File: config.mk
export PLATFORM = sky130hd
export DESIGN_NAME = mem_port_arbiter
export DESIGN_NICKNAME = d
export VERILOG_FILES = /design/src/rtl/mem_port_arbiter_pkg.sv /design/src/rtl/mem_port_arbiter_arb_pick.sv /design/src/rtl/mem_port_arbiter.sv
export SDC_FILE = /design/constraint.sdc
export NUM_CORES = 1
export LEC_CHECK = 0
export CORE_MARGIN = 5
export CORE_UTILIZATION = 40
export CTS_CLUSTER_SIZE = 24
export DETAILED_ROUTE_END_ITERATION = 12
export PLACE_DENSITY = 0.86
export SLEW_MARGIN = 40
export SYNTH_ARGS = -nofsm -noshare
export SYNTH_HDL_FRONTEND = slang
export SYNTH_SLANG_ARGS = --single-unit
File: constraint.sdc
create_clock -name clock -period 3.55 [get_ports clock]
set_clock_uncertainty 0.1 [all_clocks]
set_input_delay 0.71 -clock clock [delete_from_list [all_inputs] [get_ports clock]]
set_output_delay 0.71 -clock clock [all_outputs]
set_load 0.005 [all_outputs]
File: src/rtl/mem_port_arbiter_pkg.sv
// mem_port_arbiter_pkg
// Shared constants for the fetch/data memory port arbiter: response owner
// encoding, last-grant encoding and default widths.
package mem_port_arbiter_pkg;

  // Response owner tag, registered with each read grant.
  localparam logic [1:0] OWN_NONE = 2'b00;
  localparam logic [1:0] OWN_I    = 2'b01;
  localparam logic [1:0] OWN_D    = 2'b10;

  // Who received the most recent grant (round-robin history).
  localparam logic LG_I = 1'b0;
  localparam logic LG_D = 1'b1;

  // Default widths.
  localparam int AW_DEF          = 32;
  localparam int MAW_DEF         = 10;
  localparam int DW_DEF          = 32;
  localparam int MAX_D_BURST_DEF = 4;

  // Counter width able to hold 0..max inclusive.
  function automatic int burst_w(input int max_burst);
    return (max_burst < 1) ? 1 : $clog2(max_burst + 1);
  endfunction

endpackage

File: src/rtl/mem_port_arbiter_arb_pick.sv
// arb_pick
// Pure combinational arbitration decision between fetch and data requests.
// Build option: MEM_ARB_RR_EN
//   defined   -> round-robin; on conflict the side not granted last wins.
//   undefined -> data priority; fetch wins a conflict once d_burst has
//                reached MAX_D_BURST.
// Ports:
//   i_req, d_req  requests from fetch and data ports
//   last_grant    LG_I / LG_D, side granted most recently
//   d_burst       consecutive data grants made while fetch was waiting
//   i_sel, d_sel  one-hot (or zero) selection
module arb_pick
  import mem_port_arbiter_pkg::*;
#(
  parameter int MAX_D_BURST = MAX_D_BURST_DEF,
  parameter int BW          = burst_w(MAX_D_BURST_DEF)
) (
  input  logic          i_req,
  input  logic          d_req,
  input  logic          last_grant,
  input  logic [BW-1:0] d_burst,
  output logic          i_sel,
  output logic          d_sel
);

`ifdef MEM_ARB_RR_EN
  logic i_wins;
  logic unused_burst;

  assign i_wins       = (last_grant == LG_D);
  assign unused_burst = ^d_burst;
`else
  localparam logic [BW-1:0] MAX_B = BW'(MAX_D_BURST);

  logic i_wins;
  logic unused_last_grant;

  // Starvation guard: fetch takes the conflict once data has had its run.
  assign i_wins            = (d_burst == MAX_B);
  assign unused_last_grant = last_grant;
`endif

  assign i_sel = i_req & (~d_req | i_wins);
  assign d_sel = d_req & (~i_req | ~i_wins);

endmodule

File: src/rtl/mem_port_arbiter.sv
// mem_port_arbiter
// Shares one single-ported synchronous-read memory between the CPU fetch port
// and data port. One grant per cycle (combinational), 1-cycle read latency,
// responses routed back by a registered owner tag.
// Build option: MEM_ARB_RR_EN selects round-robin arbitration (see arb_pick);
// default build is data priority with a fetch starvation guard.
// Ports:
//   clock, reset                  rising-edge clock, sync active-high reset
//   i_req/i_addr/i_gnt            fetch request, byte address, grant
//   i_rvalid/i_rdata              fetch response (rdata held between pulses)
//   d_req/d_we/d_addr/d_wdata     data request, write flag, address, store data
//   d_gnt/d_rvalid/d_rdata        data grant and load response
//   m_en/m_we/m_addr/m_wdata      memory command
//   m_rdata                       memory read data (valid cycle after read)
module mem_port_arbiter
  import mem_port_arbiter_pkg::*;
#(
  parameter int AW          = AW_DEF,
  parameter int MAW         = MAW_DEF,
  parameter int DW          = DW_DEF,
  parameter int MAX_D_BURST = MAX_D_BURST_DEF
) (
  input  logic           clock,
  input  logic           reset,
  input  logic           i_req,
  input  logic [AW-1:0]  i_addr,
  output logic           i_gnt,
  output logic           i_rvalid,
  output logic [DW-1:0]  i_rdata,
  input  logic           d_req,
  input  logic           d_we,
  input  logic [AW-1:0]  d_addr,
  input  logic [DW-1:0]  d_wdata,
  output logic           d_gnt,
  output logic           d_rvalid,
  output logic [DW-1:0]  d_rdata,
  output logic           m_en,
  output logic           m_we,
  output logic [MAW-1:0] m_addr,
  output logic [DW-1:0]  m_wdata,
  input  logic [DW-1:0]  m_rdata
);

  localparam int            BW    = burst_w(MAX_D_BURST);
  localparam logic [BW-1:0] MAX_B = BW'(MAX_D_BURST);

  logic           i_sel;
  logic           d_sel;
  logic           last_grant;
  logic [BW-1:0]  d_burst;
  logic [1:0]     rsp_owner;
  logic [MAW-1:0] addr_q;
  logic [DW-1:0]  wdata_q;
  logic [DW-1:0]  i_rdata_q;
  logic [DW-1:0]  d_rdata_q;
  logic           unused_addr_bits;

  arb_pick #(
    .MAX_D_BURST (MAX_D_BURST),
    .BW          (BW)
  ) u_arb_pick (
    .i_req      (i_req),
    .d_req      (d_req),
    .last_grant (last_grant),
    .d_burst    (d_burst),
    .i_sel      (i_sel),
    .d_sel      (d_sel)
  );

  assign i_gnt = i_sel & ~reset;
  assign d_gnt = d_sel & ~reset;

  // Memory command; address and write data hold when idle.
  assign m_en    = i_gnt | d_gnt;
  assign m_we    = d_gnt & d_we;
  assign m_addr  = d_gnt ? d_addr[MAW+1:2] :
                   i_gnt ? i_addr[MAW+1:2] : addr_q;
  assign m_wdata = m_we ? d_wdata : wdata_q;

  // m_rdata is only valid in the response cycle, so it is passed straight
  // through then and captured for holding afterwards. Reset kills a response
  // that is in flight.
  assign i_rvalid = (rsp_owner == OWN_I) & ~reset;
  assign d_rvalid = (rsp_owner == OWN_D) & ~reset;
  assign i_rdata  = i_rvalid ? m_rdata : i_rdata_q;
  assign d_rdata  = d_rvalid ? m_rdata : d_rdata_q;

  assign unused_addr_bits = ^{i_addr[1:0], i_addr[AW-1:MAW+2],
                              d_addr[1:0], d_addr[AW-1:MAW+2]};

  always_ff @(posedge clock) begin
    if (reset) begin
      rsp_owner  <= OWN_NONE;
      last_grant <= LG_I;
      d_burst    <= '0;
      addr_q     <= '0;
      wdata_q    <= '0;
      i_rdata_q  <= '0;
      d_rdata_q  <= '0;
    end else begin
      addr_q  <= m_addr;
      wdata_q <= m_wdata;

      if (i_gnt)
        rsp_owner <= OWN_I;
      else if (d_gnt && !d_we)
        rsp_owner <= OWN_D;
      else
        rsp_owner <= OWN_NONE;

      if (i_rvalid) i_rdata_q <= m_rdata;
      if (d_rvalid) d_rdata_q <= m_rdata;

      if (i_gnt)
        last_grant <= LG_I;
      else if (d_gnt)
        last_grant <= LG_D;

      // Counts data grants taken while fetch waits; saturates at MAX_B.
      if (i_gnt || !i_req)
        d_burst <= '0;
      else if (d_gnt && d_burst != MAX_B)
        d_burst <= d_burst + 1'b1;
    end
  end

endmodule

==> results by stage, run 1 <==
Timing:
- In this run the tightest slew margin relative to its limit is between 60 and 70%.
- The post-route worst setup slack is between 150 and 200 ps.
- At the pin with the least slew margin, the transition time is 519 ps.
- Setup repair after global routing left no endpoint under its margin.
- Setup violations remaining at the end of the flow were counted as 0.
- The final cycle utilization of the critical path is between 90% and 100%.
- The post-layout minimum cycle time is 3400 ps.
- The sum of negative setup slack is 0 ps.
- The number of max-slew violations in the final report is 0.
- The final number of hold-violating endpoints is 0.
- Static timing analysis puts the maximum clock frequency at between 0.2 and 0.3 GHz.

Yosys:
- The number of synthesized flops with an enable pin is 0.
- The flop and latch count out of synthesis is 111.
- Synthesis produced a netlist with a net count of about 620.
- The share of synthesized flip-flops with an asynchronous set or reset is 0%.
- The post-synthesis instance total is 486.
- The synthesized netlist contains 31 unique library cells.
- The sequential cell area fraction in the yosys report is 44.2%.
- The Yosys step of the flow raised 0 warnings.
- The average size of a mapped cell is roughly 10 um2.
- The most used flip-flop cell after synthesis is sky130_fd_sc_hd__dfxtp_1.
- The synthesized area is 5020 um2.

Drt:
- The detailed router's first-iteration violation count is about 250.
- Summed over all layers, the routed wires come to ~14000 um.
- For this run, the detailed router's first-pass iteration total came to 4.
- The routed via count is 4311.
- For this run, design rule violations remaining after detail routing come to 0.
- In the routed layout, each cell is associated on average with a via count of roughly 5.
- The count of nets left with antenna violations once routing finished came out at 0.
- The average wire per cell in the routed design is 16.2 um.

Power and ir drop:
- The clock network accounts for a little under two fifths of the total power.
- The combinational share of power is 16.3%.
- In this run the power spent charging and discharging nets is 0.000648 W.
- Sequential cells burn 45.5% of the power.
- The switching part of the total power is 22.6%.
- Summing internal, switching and leakage power gives about 0.0029 W.
- The worst-case IR drop observed on VDD is 0.257 mV.
- In this run the static leakage power is 2.86 nW.
- In this run the power density over the cells is approximately 380 nW/um2.
- The cell-internal power is 0.00221 W.

CTS:
- The clock passes through at most 2 buffers.
- In this run, CTS created clock tree buffers numbering 9.
- The clock drives 111 sinks.
- Clock-pin slew was measured on the worst setup and hold paths at roughly 70 ps.
- The H-tree was split into 3 levels.
- TritonCTS built the clock tree.
- After clock tree synthesis, the flow added hold-fix buffers numbering 0.
- The clock tree root driver cell is sky130_fd_sc_hd__clkbuf_16.
- The insertion delay to the later sink of the worst-skew pair is roughly 330 ps.
- The number of buffers inserted to repair setup after CTS is 0.

Status:
- The run finished with clean final reports.

Global route:
- For this run the aggregate overflow at the end of global routing stands at 0.
- The number of global-route vias before repair was 4351.
- For this run, the total global-route usage over all layers was measured as roughly 18%.
- The first-pass GRT wire length is between 20000 and 25000 um.
- The initial antenna violation count was 0.
- The pin count of the biggest net entering global routing is 65.

Placed design:
- After legalization and detailed placement, the total HPWL measured approximately 10000 um.
- During placement, the flow inserted port buffers numbering 200.
- The post-place setup slack is about 15 ps.
- The total cell area at the placement stage is about 7200 um2.
- Routability-driven placement finished with a final weighted congestion of ~0.86.

Die:
- In this run the standard cell core region covers 12500 um2.
- The starting density of the core is about two fifths.
- The floorplan die width is approximately 120 um.
- The die extent in y is between 100 and 150 um.
- The number of core rows is roughly 40.
- The floorplan step defined a die boundary enclosing roughly 15000 um2.
- The number of primary I/O pins is 245.

Critical path:
- The kind of launch point of the worst setup path is an input pin.
- The arrival time at the worst endpoint is 2590 ps.
- The standard cell with the maximum stage delay on the critical path is sky130_fd_sc_hd__clkdlybuf4s50_1.
- The cell type with the highest occurrence count on the critical path is sky130_fd_sc_hd__clkdlybuf4s50_1.
- The critical path is of the in2out type.
- For this run, the slowest stage of the critical path takes between 500 and 600 ps.
- The highest net fanout along the worst path is 32.
- The critical path goes through clkdlybuf4s50_1 > and3b_1 > buf_12 > nand3_1 > o21ai_1 > clkdlybuf4s50_1.
- The launch point of the critical path is d_req.
- In this run the critical register-to-register path is launched from d_burst[0].
- The kind of end point of the critical path is an output pin.
- The data required time of the critical path is about 2700 ps.

Job:
- The max-capacitance violation count is 0.

Cells and area:
- The final net count is between 800 and 900.
- The area growth from synthesis to final layout is 49.2%.
- 0 antenna diodes ended up in the layout.
- The final instance area is between 7000 and 8000 um2.
- Of the cells placed in the final design, the portion with a size suffix greater than 1 is between 10% and 20%.

Worst hold path:
- The startpoint identified for the worst hold timing path is wdata_q[26].
- The path class of the lowest-slack min-delay path is reg2reg.
[layout by cell type (no fill, tap or decap), types with 3 or more instances in the layout]
cell	Yosys	layout
sky130_fd_sc_hd__a311oi_1	10	10
sky130_fd_sc_hd__a31oi_1	10	10
sky130_fd_sc_hd__and2_1	64	64
sky130_fd_sc_hd__and3_1	3	3
sky130_fd_sc_hd__buf_12	0	4
sky130_fd_sc_hd__buf_4	3	12
sky130_fd_sc_hd__clkbuf_16	0	9
sky130_fd_sc_hd__clkdlybuf4s50_1	0	198
sky130_fd_sc_hd__dfxtp_1	111	111
sky130_fd_sc_hd__inv_1	36	36
sky130_fd_sc_hd__mux2_1	3	3
sky130_fd_sc_hd__mux2_2	32	32
sky130_fd_sc_hd__mux2_4	29	29
sky130_fd_sc_hd__nand3_1	34	34
sky130_fd_sc_hd__nand4_1	10	10
sky130_fd_sc_hd__nor2_1	4	4
sky130_fd_sc_hd__nor3_1	10	10
sky130_fd_sc_hd__o21ai_0	36	35
sky130_fd_sc_hd__o21ai_1	7	8
sky130_fd_sc_hd__o31ai_1	22	22
sky130_fd_sc_hd__o31ai_4	10	10
[sequential cells by signal (all words and copies together), names as in the netlist]
signal	flops
addr_q	10
d_burst	3
d_rdata_q	32
i_rdata_q	32
rsp_owner	2
wdata_q	32
[synth_stat cells, types with 2 or more instances]
master | n | area share (%)
sky130_fd_sc_hd__buf_6 | 8 | 1.8
sky130_fd_sc_hd__ha_1 | 2 | 0.50
sky130_fd_sc_hd__nand3_1 | 34 | 3.4
sky130_fd_sc_hd__o31ai_1 | 22 | 3.3
sky130_fd_sc_hd__mux2_4 | 29 | 8.7
sky130_fd_sc_hd__nor3b_4 | 2 | 0.75
sky130_fd_sc_hd__dfxtp_1 | 111 | 44
sky130_fd_sc_hd__clkbuf_1 | 19 | 1.4
sky130_fd_sc_hd__mux2_1 | 3 | 0.67
sky130_fd_sc_hd__buf_4 | 3 | 0.45
sky130_fd_sc_hd__nor2_1 | 4 | 0.30
sky130_fd_sc_hd__inv_1 | 36 | 2.7
sky130_fd_sc_hd__nand2b_1 | 2 | 0.25
sky130_fd_sc_hd__o31ai_4 | 10 | 4.2
sky130_fd_sc_hd__nor3_1 | 10 | 1.0
sky130_fd_sc_hd__mux2_2 | 32 | 7.2
sky130_fd_sc_hd__o21ai_0 | 36 | 3.6
sky130_fd_sc_hd__o21ai_1 | 7 | 0.70
sky130_fd_sc_hd__and3_1 | 3 | 0.37
sky130_fd_sc_hd__a31oi_1 | 10 | 1.2
sky130_fd_sc_hd__and2_1 | 64 | 8.0
sky130_fd_sc_hd__buf_2 | 12 | 1.2
sky130_fd_sc_hd__a311oi_1 | 10 | 1.7
sky130_fd_sc_hd__nand4_1 | 10 | 1.2
[worst max-delay path: cells and delay by family]
kind,cells,cell delay [ps]
AOI/OAI and AO/OA,1,150
buffers and inverters,3,1280
and+or+nand+nor,2,420
[final timing paths]
kind / cells after the start / end / slack [ps]
worst min-delay path: 2 / wdata_q[26] / 370
worst max-delay path: 6 / m_wdata[16] / 150
worst max register to register: 7 / wdata_q[31] / 1800
worst min register to register: 2 / wdata_q[26] / 370
[cell type report]
cell class | instances | area, um2
Fill cell | 1018 | 4970
Clock buffer | 10 | 239
Sequential cell | 111 | 2220
Tap cell | 172 | 215
Inverter | 36 | 135
Timing Repair Buffer | 216 | 2170
Clock inverter | 6 | 92.6
Multi-Input combinational cell | 297 | 2420
[stage by stage]
stage               cells  hold slack (ps)  util [%]
CTS                   848              371      60.1
global placement      832              353      57.5
finish                848              366      60.1
floorplan             486              337         -
detailed placement    832              356      57.5
global route          848              391      60.1
[metal layers]
layer / global-route usage (%) / vias up / part of all wire [%]
li1: - / 2065 / -
met1: 21.0 / 2045 / 40
met2: 32.0 / 183 / 51
met3: 3.67 / 18 / 6.9
met4: 6.23 / 0 / 1.8
met5: 0 / - / 0
[logic make-up after synthesis]
| family | synth area share (%) |
|---|---|
| compound gates | 15.2 |
| fa+ha+maj | 0.498 |
| buf+inv | 7.55 |
| flops | 44.2 |
| mux | 16.7 |
| simple gates | 15.8 |
[power groups by stage]
stage | combinational, W | sequential [W] | clock, W
2_1_floorplan | 0.000194 | 0.00133 | 0
3_3_place_gp | 0.000452 | 0.00133 | 0
3_5_place_dp | 0.000465 | 0.00133 | 0
4_1_cts | 0.000468 | 0.00130 | 0.00112
5_1_grt | 0.000500 | 0.00130 | 0.00118
6_report | 0.000466 | 0.00130 | 0.00109
[repair_timing]
item,in CTS,in global routing
endpoints found under the hold margin,0,0
gates resized for setup,0,3
setup endpoints to repair,0,40
Note: power is estimated with default switching activity, not from simulation.
==> inputs of run 2 (changes only) <==
--- a/config.mk
+++ b/config.mk
@@ -6,10 +6,10 @@
 export NUM_CORES = 1
 export LEC_CHECK = 0
 export CORE_MARGIN = 5
-export CORE_UTILIZATION = 40
+export CORE_UTILIZATION = 44
 export CTS_CLUSTER_SIZE = 24
 export DETAILED_ROUTE_END_ITERATION = 12
-export PLACE_DENSITY = 0.86
+export PLACE_DENSITY = 0.93
 export SLEW_MARGIN = 40
 export SYNTH_ARGS = -nofsm -noshare
 export SYNTH_HDL_FRONTEND = slang
==> run 2 against run 1 <==
  * Worst hold slack got worse by 5.9 ps
  * Global-route usage rose by 1.4 points
  * Clock-buffer cell count fell by 1
  * Highest routed layer unchanged
==> results by stage, run 2 (same netlist as run 1, synthesis figures left out) <==
Drt:
- The average vias per placed instance came to 5.22 (+2.6%).
- The antenna violation net count after detailed routing was 0 (unchanged).
- The routed via count was 4283 (-0.65%).
- The sum of met2 wire segment lengths after detailed routing came to 6860 um (-1.9%).
- The final routed wirelength across all metal layers is 13600 um (-0.87%).
- The final routed DRC violation total was 0 (unchanged).
- The met1 layer wirelength in the final routing is 5460 um (-1.3%).
- The first-pass iteration count of the detailed router is 4 (unchanged).
- The highest layer touched by signal routing is met4.
- The wire length on met3 is 899 um (-4.7%).
- The average wire per cell in the routed design was 16.6 um (+2.4%).
- The detailed router's first-iteration violation count came to 222 (-11%).

Cells and area:
- The fraction of layout cells with a size suffix above 1 was 16.5% (+0.54 points).
- The number of diodes is 0 (unchanged).
- The final net count is 808 (+0.25%).
- The non-filler instance count after layout is 821 (-3.2%).
- The most common library cell in the layout ignoring fill and taps is sky130_fd_sc_hd__clkdlybuf4s50_1.
- In the final layout, the registers with the most flip-flops are d_rdata_q: 32 flops, i_rdata_q: 32 flops, wdata_q: 32 flops.
- The share of the core filled with cells in the final layout came to 66.0% (+5.9 points).
- The library cells used most frequently in the layout, excluding fill and tap cells, are 198 x sky130_fd_sc_hd__clkdlybuf4s50_1, 111 x sky130_fd_sc_hd__dfxtp_1, 64 x sky130_fd_sc_hd__and2_1.
- The area growth from synthesis to final layout is 48.7%.

Timing:
- The post-layout minimum cycle time is 3410 ps (+11.8 ps).
- The final setup violation count is 0 (unchanged).
- Setup repair after global routing left no endpoint under its margin.
- The slew at the pin with the worst max-slew slack is 521 ps (+1.80 ps).
- The number of max-slew violations in the final report was 0 (unchanged).
- The final cycle utilization of the critical path is 96.1% (+0.33 points).
- The maximum operating frequency came to 0.293 GHz (-0.34%).
- The sum of negative setup slack is 0 ps (unchanged).
- The final number of hold-violating endpoints is 0 (unchanged).
- The post-route worst setup slack is 140 ps (-11.8 ps).
- The relative slew slack is 65.2% (-0.12 points).

Die:
- The die extent in y is 117 um (-4.3%).
- The floorplan die area is 13700 um2 (-8.4%).
- The floorplan die width was 117 um (-4.3%).
- The number of primary I/O pins is 245 (unchanged).
- The number of core rows is 39 (-4.9%).
- The starting density of the core is 44.4% (+4.1 points).
- The placeable core region came to 11300 um2 (-9.2%).

Critical path:
- The highest net fanout along the worst path was 32 (unchanged).
- The arrival time at the worst endpoint is 2600 ps (about the same).
- The worst setup path is launched from an input pin.
- The data required time of the critical path is 2740 ps (about the same).
- The worst-case reg-to-reg path depth came to 7 (unchanged).
- The kind of end point of the critical path is an output pin.
- The path type of the worst setup path is in2out.
- The internal reg-to-reg setup slack is 1740 ps (-60 ps).

Global route:
- The pin count of the biggest net entering global routing is 65 (unchanged).
- The residual overflow from global routing is 0 (unchanged).
- The first-pass GRT wire length is 21000 um (-2.6%).
- The total global routing track utilization is 19.2% (+1.4 points).
- The initial antenna violation count came to 0 (unchanged).
- The number of global-route vias before repair is 4378 (+0.62%).

Worst hold path:
- The instance count along the most critical hold path is 2 (unchanged).
- The path class of the lowest-slack min-delay path is reg2reg.

CTS:
- The number of buffers inserted to repair setup after CTS is 0 (unchanged).
- The number of hold buffers added after CTS is 0 (unchanged).
- The maximum root-to-sink buffer count is 2 (unchanged).
- The number of levels the H-tree was split into was 3 (unchanged).
- The root buffer cell chosen for the clock tree is sky130_fd_sc_hd__clkbuf_16.
- The number of buffers created by CTS is 9 (unchanged).
- The number of resized instances in the post-cts repair step came to 1 (+1).
- The insertion delay to the later sink of the worst-skew pair is 340 ps (about the same).
- TritonCTS built the clock tree.
- The register clock-pin slew on the reported worst setup and hold paths was 70 ps (about the same).
- The count of clock tree sinks is 111 (unchanged).

Power and ir drop:
- The worst supply voltage drop on vdd was 0.217 mV (-16%).
- The total leakage power was 2.87 nW (+0.48%).
- The power per standard cell area was 380 nW/um2 (-0.35%).

Status:
- The run finished with clean final reports.

Placed design:
- The post-placement cell count is 805 (-3.2%).
- The count of buffers inserted at the top-level ports is 200 (unchanged).
- The sum of net half-perimeters after detailed placement is 10100 um (-1.1%).
- The post-place setup slack was 1.39 ps (-13.4 ps).
- The weighted congestion reported at the end of routability-driven placement came to 0.821 (-4.3%).

Job:
- The max-capacitance violation count came to 0 (unchanged).
==> run 2: area by class of cell <==
class / instances / area [um2]
fill: 832 / 3850
multi-input combinational: 297 / 2430
sequential: 111 / 2220
timing repair buffer: 218 / 2180
clock buffer: 9 / 225
tap: 143 / 179
inverter: 36 / 135
clock inverter: 7 / 96.3
==> run 2: worst max-delay path, cell delays in order <==
cell and delay [ps]:
sky130_fd_sc_hd__clkdlybuf4s50_1 520, sky130_fd_sc_hd__and3b_1 250, sky130_fd_sc_hd__buf_12 200, sky130_fd_sc_hd__nand3_1 180, sky130_fd_sc_hd__o21ai_0 160, sky130_fd_sc_hd__clkdlybuf4s50_1 560
==> run 2: per-layer routing <==
metal  GRT usage, %  up-vias
li1               -     2072
met1           22.1     2011
met2           34.4      169
met3           4.22       31
met4           7.80        0
met5              0        -
==> run 2: power breakdown <==
group / switching (W) / internal [W] / leakage (nW)
Combinational: 0.000183 / 0.000285 / 1.81
Clock: 0.000452 / 0.000621 / 0.160
Sequential: 0.0000126 / 0.00129 / 0.903
==> run 2: path summary, 6_finish.rpt <==
kind	startpoint	endpoint
worst min-delay path	wdata_q[1]	wdata_q[1]
worst max-delay path	d_req	m_wdata[31]
worst max register to register	d_burst[0]	wdata_q[20]
worst min register to register	wdata_q[1]	wdata_q[1]
==> run 2: metrics by stage <==
stage / cell area (um2) / total power (W) / hold WS [ps]
after detailed placement: 7140 / 0.00180 / 352
after floorplan: 5020 / 0.00152 / 337
after global placement: 7140 / 0.00178 / 350
after CTS: 7470 / 0.00287 / 364
after global routing: 7470 / 0.00296 / 385
final: 7470 / 0.00284 / 360
==> inputs of run 3 (changes only) <==
--- a/config.mk
+++ b/config.mk
@@ -6,10 +6,10 @@
 export NUM_CORES = 1
 export LEC_CHECK = 0
 export CORE_MARGIN = 5
-export CORE_UTILIZATION = 44
-export CTS_CLUSTER_SIZE = 24
+export CORE_UTILIZATION = 45
+export CTS_BUF_LIST = sky130_fd_sc_hd__clkbuf_8
 export DETAILED_ROUTE_END_ITERATION = 12
-export PLACE_DENSITY = 0.93
+export PLACE_DENSITY = 0.95
 export SLEW_MARGIN = 40
 export SYNTH_ARGS = -nofsm -noshare
 export SYNTH_HDL_FRONTEND = slang
==> run 3 against run 2 <==
  * Total power is 14% lower
  * Non-clock buffer count is 2 lower
  * Critical path depth stayed put
  * Clock power is 37% lower
  * Maximum frequency is 1.2% lower
  * Flip-flop and latch count stayed put
  * Global-route usage is 0.95 points higher
  * Sequential share of layout area is 0.71 points higher
  * Wire length is 0.21% higher
  * Clock-buffer cell count is 1 higher
  * Utilization is 1.0 points higher
==> results by stage, run 3 (same netlist as run 1, synthesis figures left out) <==
Status:
- The flow ran to the end, and the final reports show no timing, DRC or antenna violations.

Placed design:
- The weighted congestion reported at the end of routability-driven placement came to 0.836 (+1.8%).
- The sum of net half-perimeters after detailed placement is 10200 um (+1.7%).
- The post-placement cell count is 800 (-0.62%).
- The count of buffers inserted at the top-level ports is 200 (unchanged).

Global route:
- The residual overflow from global routing is 0 (unchanged).
- The total global routing track utilization was 20.1% (+0.95 points).
- The initial antenna violation count is 0 (unchanged).
- The number of global-route vias before repair is 4523 (+3.3%).
- The first-pass GRT wire length came to 21800 um (+3.9%).
- The pin count of the biggest net entering global routing came to 65 (unchanged).

Drt:
- The final routed DRC violation total is 0 (unchanged).
- The antenna violation net count after detailed routing came to 0 (unchanged).
- The average vias per placed instance is 5.27 (+0.97%).
- The detailed router's first-iteration violation count came to 248 (+12%).
- The routed via count is 4298 (+0.35%).
- The average wire per cell in the routed design came to 16.7 um (+0.82%).
- The final routed wirelength across all metal layers was 13600 um (+0.21%).
- The first-pass iteration count of the detailed router is 4 (unchanged).

CTS:
- The number of resized instances in the post-cts repair step is 0 (-1).
- The number of buffers created by CTS was 9 (unchanged).
- The number of buffers inserted to repair setup after CTS was 0 (unchanged).
- The root buffer cell chosen for the clock tree is sky130_fd_sc_hd__clkbuf_8.
- The insertion delay to the later sink of the worst-skew pair is 350 ps (about the same).
- The TritonCTS clock tree is built.
- The number of hold buffers added after CTS is 0 (unchanged).
- The count of clock tree sinks came to 111 (unchanged).
- The number of levels the H-tree was split into came to 3 (unchanged).
- The register clock-pin slew on the reported worst setup and hold paths is 100 ps (+30 ps).
- The maximum root-to-sink buffer count came to 2 (unchanged).

Critical path:
- The cell type with the highest occurrence count on the critical path is sky130_fd_sc_hd__clkdlybuf4s50_1.
- The kind of end point of the critical path is an output pin.
- The startpoint identified for the worst register-to-register timing path is d_burst[0].
- The worst register-to-register path ends at wdata_q[7].
- The arrival time at the worst endpoint was 2640 ps (+40 ps).
- The stage delay of the slowest cell on the critical path is 550 ps (about the same).
- The signal on the critical path passes through clkdlybuf4s50_1 > and3b_1 > buf_6 > nand3_1 > o21ai_0 > clkdlybuf4s50_1.
- The kind of cell adding the most delay to the critical path is buffers and inverters.
- The buffers plus inverters on the worst setup path is 3 (unchanged).
- Among all stages on the critical path, the largest delay is contributed by sky130_fd_sc_hd__clkdlybuf4s50_1.
- The highest net fanout along the worst path came to 32 (unchanged).
- The path type of the worst setup path is in2out.
- The internal reg-to-reg setup slack is 1720 ps (-20 ps).
- The worst-case reg-to-reg path depth is 7 (unchanged).
- The kind of launch point of the worst setup path is an input pin.
- The data required time of the critical path came to 2740 ps (about the same).

Worst hold path:
- The startpoint of the worst hold path is wdata_q[22].
- The destination of the worst hold path is wdata_q[22].
- The min-delay analysis places its worst path in the category reg2reg.
- The instance count along the most critical hold path is 2 (unchanged).

Timing:
- The final number of hold-violating endpoints came to 0 (unchanged).
- The maximum operating frequency was 0.290 GHz (-1.2%).
- The sum of negative setup slack came to 0 ps (unchanged).
- The final setup violation count is 0 (unchanged).
- The post-layout minimum cycle time is 3450 ps (+40.0 ps).
- The relative slew slack was 62.7% (-2.6 points).
- The number of max-slew violations in the final report was 0 (unchanged).
- Setup repair after global routing left no endpoint under its margin.
- The slew at the pin with the worst max-slew slack is 560 ps (+38.6 ps).
- The final cycle utilization of the critical path is 97.2% (+1.1 points).

Cells and area:
- The largest registers in the layout are d_rdata_q: 32 flops, i_rdata_q: 32 flops, wdata_q: 32 flops.
- In the layout the commonest cells are 198 x sky130_fd_sc_hd__clkdlybuf4s50_1, 111 x sky130_fd_sc_hd__dfxtp_1, 64 x sky130_fd_sc_hd__and2_1.
- The number of inserted filler cells in the final layout is 783 (-5.9%).
- The number of diodes is 0 (unchanged).
- The most common library cell in the layout ignoring fill and taps is sky130_fd_sc_hd__clkdlybuf4s50_1.
- The share of the core filled with cells in the final layout is 67.0% (+1.0 points).
- The final net count is 806 (-0.25%).
- The area growth from synthesis to final layout is 45.3%.
- The non-filler instance count after layout is 816 (-0.61%).
- The fraction of layout cells with a size suffix above 1 is 16.1% (-0.39 points).

Die:
- The number of primary I/O pins is 245 (unchanged).
- The floorplan die area is 13400 um2 (-2.0%).
- The die extent in y is 116 um (-1.0%).
- The floorplan die width is 116 um (-1.0%).
- The placeable core region was 10900 um2 (-3.8%).
- The starting density of the core was 46.1% (+1.8 points).
- The number of core rows is 38 (-2.6%).

Power and ir drop:
- The total leakage power came to 2.80 nW (-2.7%).
- The worst supply voltage drop on vdd is 0.202 mV (-7.1%).
- The power per standard cell area is 335 nW/um2 (-12%).

Job:
- The max-capacitance violation count is 0 (unchanged).
==> run 3: cell types whose count changed in the layout (fill, tap and decap cells not counted), sizes merged <==
cell,delta
buf,-2
bufinv,-2
clkbuf,+1
clkinv,+1
clkinvlp,+1
inv,-1
==> run 3: routing by layer <==
layer	vias up	GRT usage [%]	routed length, um
li1	2070	-	-
met1	2051	22.3	5180
met2	153	38.3	7370
met3	24	4.49	836
met4	0	5.80	237
met5	-	0	0
==> run 3: area by class of cell <==
class	instances	area (um2)	share of cell area (%)
clock buffer	10	138	1.89
timing repair buffer	216	2160	29.7
tap	140	175	2.40
sequential	111	2220	30.5
clock inverter	6	36.3	0.497
inverter	36	135	1.85
multi-input combinational	297	2430	33.2
==> run 3: worst max path at each step <==
stage / from / to / slack [ps] / depth (start not counted)
after floorplan: i_req / m_wdata[22] / 1010 / 6
after global placement: d_req / m_wdata[31] / 130 / 6
after detailed placement: d_req / m_wdata[12] / 40 / 6
after CTS: d_req / m_wdata[12] / 50 / 6
after global routing: d_req / m_wdata[12] / 8 / 6
final: d_req / m_wdata[12] / 100 / 6
==> run 3: report_power, final <==
| part | total (W) | switching, W | leakage, nW | internal, W |
|---|---|---|---|---|
| logic | 0.000466 | 0.000183 | 1.80 | 0.000283 |
| registers | 0.00130 | 0.0000128 | 0.903 | 0.00129 |
| clock network | 0.000678 | 0.000406 | 0.0918 | 0.000272 |
==> run 3: per-stage QoR <==
stage | setup WS, ps | cell area [um2] | total power, W | hold WS (ps)
2_1_floorplan | 1010 | 5020 | 0.00152 | 337
3_3_place_gp | 132 | 7110 | 0.00178 | 350
3_5_place_dp | 44.0 | 7110 | 0.00179 | 352
4_1_cts | 50.8 | 7280 | 0.00247 | 371
5_1_grt | 7.81 | 7300 | 0.00256 | 388
6_report | 99.8 | 7300 | 0.00245 | 370
==> run 3: worst min-delay path: cells and delay by family, from the launching register on <==
kind,cells,cell delay (ps)
flops,1,310
compound gates,1,70
buf+inv,1,60
